File: config.mk
export PLATFORM = sky130hd
export DESIGN_NAME = stopwatch_display_scan
export DESIGN_NICKNAME = d
export VERILOG_FILES = /design/src/rtl/stopwatch_display_scan.sv
export SDC_FILE = /design/constraint.sdc
export NUM_CORES = 1
export LEC_CHECK = 0
export BUFFER_PORTS_ARGS = -buffer_cell sky130_fd_sc_hd__buf_2
export CAP_MARGIN = 25
export CORE_MARGIN = 3
export CORE_UTILIZATION = 39
export CTS_CLUSTER_SIZE = 40
export DETAILED_ROUTE_END_ITERATION = 10
export GPL_TIMING_DRIVEN = 0
export PLACE_DENSITY_LB_ADDON = 0.3
export SYNTH_ARGS = -nofsm -noshare
export SYNTH_HDL_FRONTEND = slang
export SYNTH_SLANG_ARGS = --single-unit
File: constraint.sdc
create_clock -name clk -period 6.2 [get_ports clk]
set_input_delay 0.31 -clock clk [delete_from_list [all_inputs] [get_ports clk]]
set_output_delay 0.31 -clock clk [all_outputs]
set_load 0.03 [all_outputs]
File: src/rtl/stopwatch_display_scan.sv
// Six-digit multiplexed seven-segment scanner for a three-stage stopwatch.
// Snapshots are taken once per frame so that a frame never mixes old and new counts.
module stopwatch_display_scan #(
  parameter int unsigned SCAN_DIV = 4,
  parameter bit          BLANK_LZ = 1'b0
) (
  input  logic       clk,
  input  logic       reset,
  input  logic [6:0] q0,
  input  logic [6:0] q1,
  input  logic [6:0] q2,
  input  logic       overflow2,
  output logic [5:0] an,
  output logic [6:0] seg,
  output logic       dp
);

  localparam logic [15:0] DIV_LAST = 16'(SCAN_DIV - 1);
  localparam logic [6:0]  SEG_DASH  = 7'b0111111;
  localparam logic [6:0]  SEG_BLANK = 7'b1111111;

  logic [15:0] div_cnt_q, div_cnt_d;
  logic [2:0]  dig_idx_q, dig_idx_d;
  logic [6:0]  s0_q, s1_q, s2_q;
  logic        ovf_q;
  logic [5:0]  an_q, an_d;
  logic [6:0]  seg_q, seg_d;
  logic        dp_q, dp_d;
  logic [6:0]  cur_val;
  logic        div_wrap, frame_end;

  function automatic logic [6:0] seg_lut(input logic [3:0] d);
    case (d)
      4'd0:    return 7'b1000000;
      4'd1:    return 7'b1111001;
      4'd2:    return 7'b0100100;
      4'd3:    return 7'b0110000;
      4'd4:    return 7'b0011001;
      4'd5:    return 7'b0010010;
      4'd6:    return 7'b0000010;
      4'd7:    return 7'b1111000;
      4'd8:    return 7'b0000000;
      4'd9:    return 7'b0010000;
      default: return SEG_BLANK;
    endcase
  endfunction

  // Out-of-range values show a dash on both digits; that takes priority over blanking.
  function automatic logic [6:0] digit_seg(input logic [6:0] v, input logic tens,
                                           input logic blank_zero);
    logic [3:0] t, o;
    t = 4'(v / 7'd10);
    o = 4'(v % 7'd10);
    if (v >= 7'd100) return SEG_DASH;
    if (!tens)       return seg_lut(o);
    if (blank_zero && t == 4'd0) return SEG_BLANK;
    return seg_lut(t);
  endfunction

  assign div_wrap  = (div_cnt_q == DIV_LAST);
  assign frame_end = div_wrap && (dig_idx_q == 3'd5);

  always_comb begin
    div_cnt_d = div_wrap ? 16'd0 : div_cnt_q + 16'd1;
    dig_idx_d = dig_idx_q;
    if (div_wrap) dig_idx_d = (dig_idx_q == 3'd5) ? 3'd0 : dig_idx_q + 3'd1;

    case (dig_idx_q[2:1])
      2'd0:    cur_val = s0_q;
      2'd1:    cur_val = s1_q;
      default: cur_val = s2_q;
    endcase

    an_d  = ~(6'b000001 << dig_idx_q);
    seg_d = digit_seg(cur_val, dig_idx_q[0], BLANK_LZ && (dig_idx_q == 3'd5));
    dp_d  = ~(ovf_q && (dig_idx_q == 3'd5));
  end

  always_ff @(posedge clk or posedge reset) begin
    if (reset) begin
      div_cnt_q <= 16'd0;
      dig_idx_q <= 3'd0;
      s0_q      <= 7'd0;
      s1_q      <= 7'd0;
      s2_q      <= 7'd0;
      ovf_q     <= 1'b0;
      an_q      <= 6'b111111;
      seg_q     <= SEG_BLANK;
      dp_q      <= 1'b1;
    end else begin
      div_cnt_q <= div_cnt_d;
      dig_idx_q <= dig_idx_d;
      // Outputs use the pre-load snapshot, so digit 5 of the old frame stays consistent.
      if (frame_end) begin
        s0_q <= q0;
        s1_q <= q1;
        s2_q <= q2;
      end
      ovf_q <= ovf_q | overflow2;
      an_q  <= an_d;
      seg_q <= seg_d;
      dp_q  <= dp_d;
    end
  end

  assign an  = an_q;
  assign seg = seg_q;
  assign dp  = dp_q;

endmodule

==> results of run 1 <==
-- repair_timing --
action / CTS / global route
setup endpoints to repair: 1 / 7
endpoints found under the hold margin: 10 / 0
hold buffers: 1 / 0
gates resized for setup: 1 / 6
-- worst paths after layout --
path	end	slack [ns]
max in group asynchronous	an[1]$_DFF_PP1_	5.18
max	seg[5]$_DFF_PP1_	0.47
min in group asynchronous	s1_q[4]$_DFFE_PP0P_	0.45
min reg2reg	dp$_DFF_PP1_	0.40
min	ovf_q$_DFF_PP0_	0.18
max reg2reg	seg[5]$_DFF_PP1_	0.47
-- final cells by class --
cell class / count / area [um2] / share of cell area
multi-input cells: 247 / 2020 / 0.502
plain buffers: 14 / 97.6 / 0.0243
inverters: 14 / 57.6 / 0.0143
well taps: 108 / 135 / 0.0336
flip-flops and latches: 55 / 1390 / 0.347
clock inverters: 3 / 33.8 / 0.00840
repair buffers: 39 / 215 / 0.0535
clock buffers: 5 / 68.8 / 0.0171
-- power by group --
part / leakage (nW) / switching, mW / total (mW) / internal (mW)
Clock: 0.0519 / 0.133 / 0.219 / 0.0861
Combinational: 0.972 / 0.177 / 0.288 / 0.111
Sequential: 0.662 / 0.00905 / 0.406 / 0.397
Total: 1.69 / 0.319 / 0.913 / 0.594
-- per-stage QoR --
stage | std cells | area (um2)
floorplan | 330 | 3540
global placement | 475 | 3860
detailed placement | 476 | 3880
CTS | 485 | 4000
global route | 485 | 4020
finish | 485 | 4020
-- logic make-up (layout without fill, tap and decap cells) --
group | Yosys count | count (layout)
buf+inv | 28 | 75
simple gates | 97 | 97
mux | 41 | 41
compound gates | 70 | 70
xor+xnor | 21 | 21
fa+ha+maj | 18 | 18
flops | 55 | 55
-- registers in the layout (all words and copies together) (netlist names), 3 cells and up --
signal and flops:
an 6, dig_idx_q 3, div_cnt_q 16, s0_q 7, s1_q 7, s2_q 7, seg 7
-- cell usage after synthesis (all sizes together) (5+ instances only) --
cell type / instances / area [um2]
a21oi: 10 / 50.1
nand3: 11 / 55.1
inv: 13 / 48.8
and2: 6 / 37.5
o21ai: 12 / 86.3
nor2: 17 / 68.8
or3: 5 / 32.5
o311ai: 5 / 43.8
buf: 10 / 81.3
nand2: 30 / 113
xnor2: 18 / 165
ha: 17 / 213
dfstp: 14 / 368
mux2: 29 / 342
and3: 5 / 31.3
mux2i: 12 / 145
dfrtp: 41 / 1030
-- metal layers --
metal / part of all wire / global-route usage / up-vias
met3: 0.053 / 0.0275 / 8
met1: 0.46 / 0.221 / 1271
met5: 0 / 0 / -
met2: 0.47 / 0.245 / 81
met4: 0.013 / 0.0409 / 0
li1: - / - / 1304
==> flow_metrics.py, run 1 <==
metrics = {
    "logic_synthesis": {
        "synthXorXnorAreaFrac": 0.0541,
        "synth_warnings": 0,
        "synth_edf_count": 0,
        "synth_fp_nets": 371,
        "synth_cells": 330,
        "yosys.area_share.adder": 0.0629,
        "synthMuxAreaShare": 0.138,
        "synth-main-ff-cell": "dfrtp_1",
        "synth_top_family_by_area": "compound AO/OA/AOI/OAI gates",
        "synthDistinctLibCells": 73,
        "synth-simple-area-share": 0.144,
        "synth.avg_cell_area_um2": 10.7,
        "ys_seq_area_frac": 0.394,
        "synth-async-reset-ratio": 1.00,
        "synth-compound-area-share": 0.164,
        "ys_ff_latch": 55,
        "syn-cell-area_um2": 3540,
    },
    "drt": {
        "remaining_drc_errors": 0,
        "wl_um": 7390,
        "viasPerCell": 5.49,
        "vias": 2664,
        "drtIter0Drc": 238,
        "first_pass_iters": 4,
        "antenna_left": 0,
        "drt-wirelength-per-cell_um": 15.2,
    },
    "floorplanning": {
        "dieWidth_um": 101,
        "coreArea_um2": 8760,
        "pin_count": 38,
        "dieArea_um2": 10300,
        "initial_core_util": 0.404,
        "die-height_um": 101,
        "rows": 34,
    },
    "sta": {
        "fin_ws_ns": 0.472,
        "tns_ns": 0,
        "fin_crit_sh": 0.924,
        "fin_crit_ns": 5.73,
        "final-setup-viol-count": 0,
        "hold_viol_final": 0,
        "fin_hold_ws_ns": 0.181,
        "fmax_mhz": 175,
        "tightest_slew_ns": 0.876,
        "slew_viol_final": 0,
        "finClkSkew_ns": 0.0147,
        "relSlewSlack": 0.409,
    },
    "cells_and_area": {
        "antennaDiodeCount": 0,
        "final_util": 0.459,
        "final_nets": 417,
        "fill_cells": 839,
        "drive_gt1_frac": 0.334,
        "mostFrequentLayoutCells": "41 x buf_2, 41 x dfrtp_1, 30 x nand2_1",
        "syn2layout_area_growth_pct": 13.7,
    },
    "clocking": {
        "cts_root_buf": "clkbuf_8",
        "clk_pin_slew_ns": 0.12,
        "h-tree-depth": 2,
        "numCtsBuffers": 5,
        "clk_latency_ns": 0.32,
        "clk_path_buf_depth": 2,
        "cts_setup_buffers": 0,
        "cts_tree": "yes",
        "clkSinkCount": 55,
    },
    "placed_design": {
        "io_buffers": 37,
        "gp_congestion": 0.862,
        "hpwlAfterDp_um": 5670,
        "pre_cts_ws_ns": -0.0387,
    },
    "setup_path": {
        "path_max_fanout": 10,
        "cp_slowest_cell": "o31ai_1",
        "path_buf_inv": 7,
        "path_class": "register to register",
        "r2r_cells": 28,
        "crit_path_start_kind": "register",
        "cp.depth": 28,
        "cpPeakStageDelay_ns": 0.36,
        "crit_path_end_kind": "register",
        "critPathArrivalTime_ns": 5.94,
        "critical_path.top_delay_family": "compound AO/OA/AOI/OAI gates",
        "critPathRequiredTime_ns": 6.42,
        "crit_path_start": "dig_idx_q[2]$_DFFE_PP0N_",
        "rr_startpoint": "dig_idx_q[2]$_DFFE_PP0N_",
    },
    "pwr": {
        "power_density_nw_per_um2": 227,
        "finalPower_mw": 0.913,
        "p_leak_nw": 1.69,
        "vdd_drop_max_uv": 88.3,
    },
    "hold_path": {
        "hold_path_startpoint": "overflow2",
        "whs_path_depth": 2,
        "worstHoldPathType": "input pin to register",
    },
    "global_route": {
        "globalRouteTotalUtil": 0.155,
        "grt_pass1_wl_um": 12900,
        "grt_pass1_vias": 2650,
        "antenna_found_initial": 0,
        "grt-ovfl-total": 0,
        "grt_max_degree": 46,
    },
    "run_status": {
        "outcome": "finished clean",
    },
    "job": {
        "max_cap_violations": 0,
    },
}
Note: power is estimated with default switching activity, not from simulation.
==> inputs of run 2 (changes only) <==
--- a/config.mk
+++ b/config.mk
@@ -7,12 +7,15 @@
 export LEC_CHECK = 0
 export BUFFER_PORTS_ARGS = -buffer_cell sky130_fd_sc_hd__buf_2
 export CAP_MARGIN = 25
+export CELL_PAD_IN_SITES_DETAIL_PLACEMENT = 0
+export CELL_PAD_IN_SITES_GLOBAL_PLACEMENT = 2
 export CORE_MARGIN = 3
 export CORE_UTILIZATION = 39
 export CTS_CLUSTER_SIZE = 40
 export DETAILED_ROUTE_END_ITERATION = 10
 export GPL_TIMING_DRIVEN = 0
 export PLACE_DENSITY_LB_ADDON = 0.3
+export SLEW_MARGIN = 10
 export SYNTH_ARGS = -nofsm -noshare
 export SYNTH_HDL_FRONTEND = slang
 export SYNTH_SLANG_ARGS = --single-unit
==> run 2 against run 1 <==
Against the previous run: global-route usage up 0.098 points; cell count rose by 0.41%; non-clock buffer count grew 2; cell area increased by 0.19%; first-iteration DRC count decreased by 60%; worst setup slack lost 0.019 ns; core utilization grew 0.086 points; total power down 0.90%; die area unchanged; clock power decreased by 8%; fmax is 0.33% lower; largest cell class unchanged; largest power group unchanged.
==> flow_metrics.py, run 2 (same netlist as run 1, synthesis figures left out) <==
metrics = {
    "pwr": {
        "p_leak_nw": 1.69,
        "finalPower_mw": 0.905,
        "p_int_mw": 0.592,
        "vdd_drop_max_uv": 97.6,
        "switching_share": 0.346,
        "power_density_nw_per_um2": 224,
        "share_comb_of_total_power": 0.328,
        "clock_power_share": 0.224,
        "p_sw_mw": 0.313,
        "power_frac_seq": 0.448,
    },
    "clocking": {
        "cts_root_buf": "clkbuf_8",
        "clkSinkCount": 55,
        "cts_tree": "yes",
        "h-tree-depth": 2,
        "clk_pin_slew_ns": 0.11,
        "clk_latency_ns": 0.31,
        "clk_path_buf_depth": 2,
        "numCtsBuffers": 5,
    },
    "drt": {
        "viasPerCell": 5.49,
        "drt-wirelength-per-cell_um": 15.8,
        "wl_met1_um": 3880,
        "wl_met2_um": 3480,
        "wl_um": 7680,
        "vias": 2676,
        "dr_wl_met3_um": 276,
        "highest_layer": "met4",
        "antenna_left": 0,
        "remaining_drc_errors": 0,
        "first_pass_iters": 4,
        "drtIter0Drc": 95,
    },
    "setup_path": {
        "critPathArrivalTime_ns": 5.95,
        "cpPeakStageDelay_ns": 0.40,
        "crit_path_start_kind": "register",
        "cp_slowest_cell": "dfrtp_1",
        "cp_common_cell": "ha_1",
        "crit_path_end_kind": "register",
        "path_max_fanout": 10,
        "critPathRequiredTime_ns": 6.41,
        "path_class": "register to register",
    },
    "floorplanning": {
        "dieArea_um2": 10300,
        "dieWidth_um": 101,
        "coreArea_um2": 8760,
        "pin_count": 38,
        "rows": 34,
        "die-height_um": 101,
        "initial_core_util": 0.404,
    },
    "sta": {
        "fin_crit_ns": 5.75,
        "final-setup-viol-count": 0,
        "hold_viol_final": 0,
        "relSlewSlack": 0.449,
        "fmax_mhz": 174,
        "tns_ns": 0,
        "fin_hold_ws_ns": 0.180,
        "finClkSkew_ns": 0.0165,
        "grt_setup_unrepaired": "no",
        "tightest_slew_ns": 0.817,
        "slew_viol_final": 0,
        "fin_crit_sh": 0.927,
    },
    "placed_design": {
        "io_buffers": 37,
        "hpwlAfterDp_um": 5840,
        "gp_congestion": 0.824,
        "dp.cells": 476,
    },
    "hold_path": {
        "worstHoldPathType": "input pin to register",
    },
    "cells_and_area": {
        "multi_input_area_um2": 2020,
        "regMostFlops": "div_cnt_q",
        "final_nets": 419,
        "mostFrequentLayoutCells": "41 x buf_2, 41 x dfrtp_1, 30 x nand2_1",
        "fill_cells": 840,
        "antennaDiodeCount": 0,
        "ff_latch_area_um2": 1390,
        "stdcell_count": 487,
        "syn2layout_area_growth_pct": 13.9,
        "largest_reg_flops": 16,
        "drive_gt1_frac": 0.335,
    },
    "global_route": {
        "antenna_found_initial": 0,
        "grt_pass1_wl_um": 13100,
        "grt_pass1_vias": 2603,
        "grt_max_degree": 36,
        "grt-ovfl-total": 0,
        "globalRouteTotalUtil": 0.156,
    },
    "run_status": {
        "outcome": "finished clean",
    },
    "job": {
        "max_cap_violations": 0,
    },
}
## run 2: critical path, delay by kind of cell, from the launching register on
kind            cells  cell delay, ns
xor+xnor            1            0.24
buf+inv             7            0.96
fa+ha+maj           4            0.87
simple gates        6            0.71
flops               1            0.40
compound gates      8            1.90
mux                 2            0.56
## run 2: cell type report
cell class / instances / area share
multi-input cells: 247 / 0.502
plain buffers: 14 / 0.0242
clock buffers: 5 / 0.0171
flip-flops and latches: 55 / 0.346
repair buffers: 41 / 0.0571
clock inverters: 3 / 0.00590
well taps: 108 / 0.0335
inverters: 14 / 0.0143
## run 2: path summary, 6_finish.rpt
check,cells past startpoint,startpoint,to,slack [ns]
max,28,dig_idx_q[1]$_DFFE_PP0N_,seg[5]$_DFF_PP1_,0.45
min,2,overflow2,ovf_q$_DFF_PP0_,0.18
max reg2reg,28,dig_idx_q[1]$_DFFE_PP0N_,seg[5]$_DFF_PP1_,0.45
min reg2reg,1,ovf_q$_DFF_PP0_,dp$_DFF_PP1_,0.39
max in group asynchronous,4,reset,an[5]$_DFF_PP1_,5.06
min in group asynchronous,3,reset,div_cnt_q[10]$_DFF_PP0_,0.54
## run 2: timing repair
| action | in CTS | in global routing |
|---|---|---|
| hold buffers | 1 | 0 |
| pin swaps | 0 | 1 |
| setup endpoints to repair | 3 | 7 |
| buffers inserted | 0 | 2 |
| resized for setup | 2 | 5 |
| hold endpoints to repair | 5 | 0 |
## run 2: routing by layer
layer  vias to the layer above  global-route usage
li1                       1306                   -
met1                      1310               0.225
met2                        54               0.254
met3                         6              0.0282
met4                         0              0.0184
met5                         -                   0
## run 2: power groups by stage
stage | clock, mW | combinational, mW | sequential (mW)
2_1_floorplan | 0 | 0.177 | 0.455
3_5_place_dp | 0 | 0.289 | 0.413
4_1_cts | 0.212 | 0.292 | 0.406
5_1_grt | 0.230 | 0.326 | 0.409
6_report | 0.202 | 0.297 | 0.406
3_3_place_gp | 0 | 0.286 | 0.413
## run 2: metrics by stage
stage | util | worst slack, ns | cell area [um2]
after global routing | 0.460 | 0.0116 | 4030
after global placement | 0.440 | -0.157 | 3860
after CTS | 0.455 | 0.0892 | 3990
after floorplan | - | 0.947 | 3540
after detailed placement | 0.443 | -0.149 | 3880
final | 0.460 | 0.453 | 4030
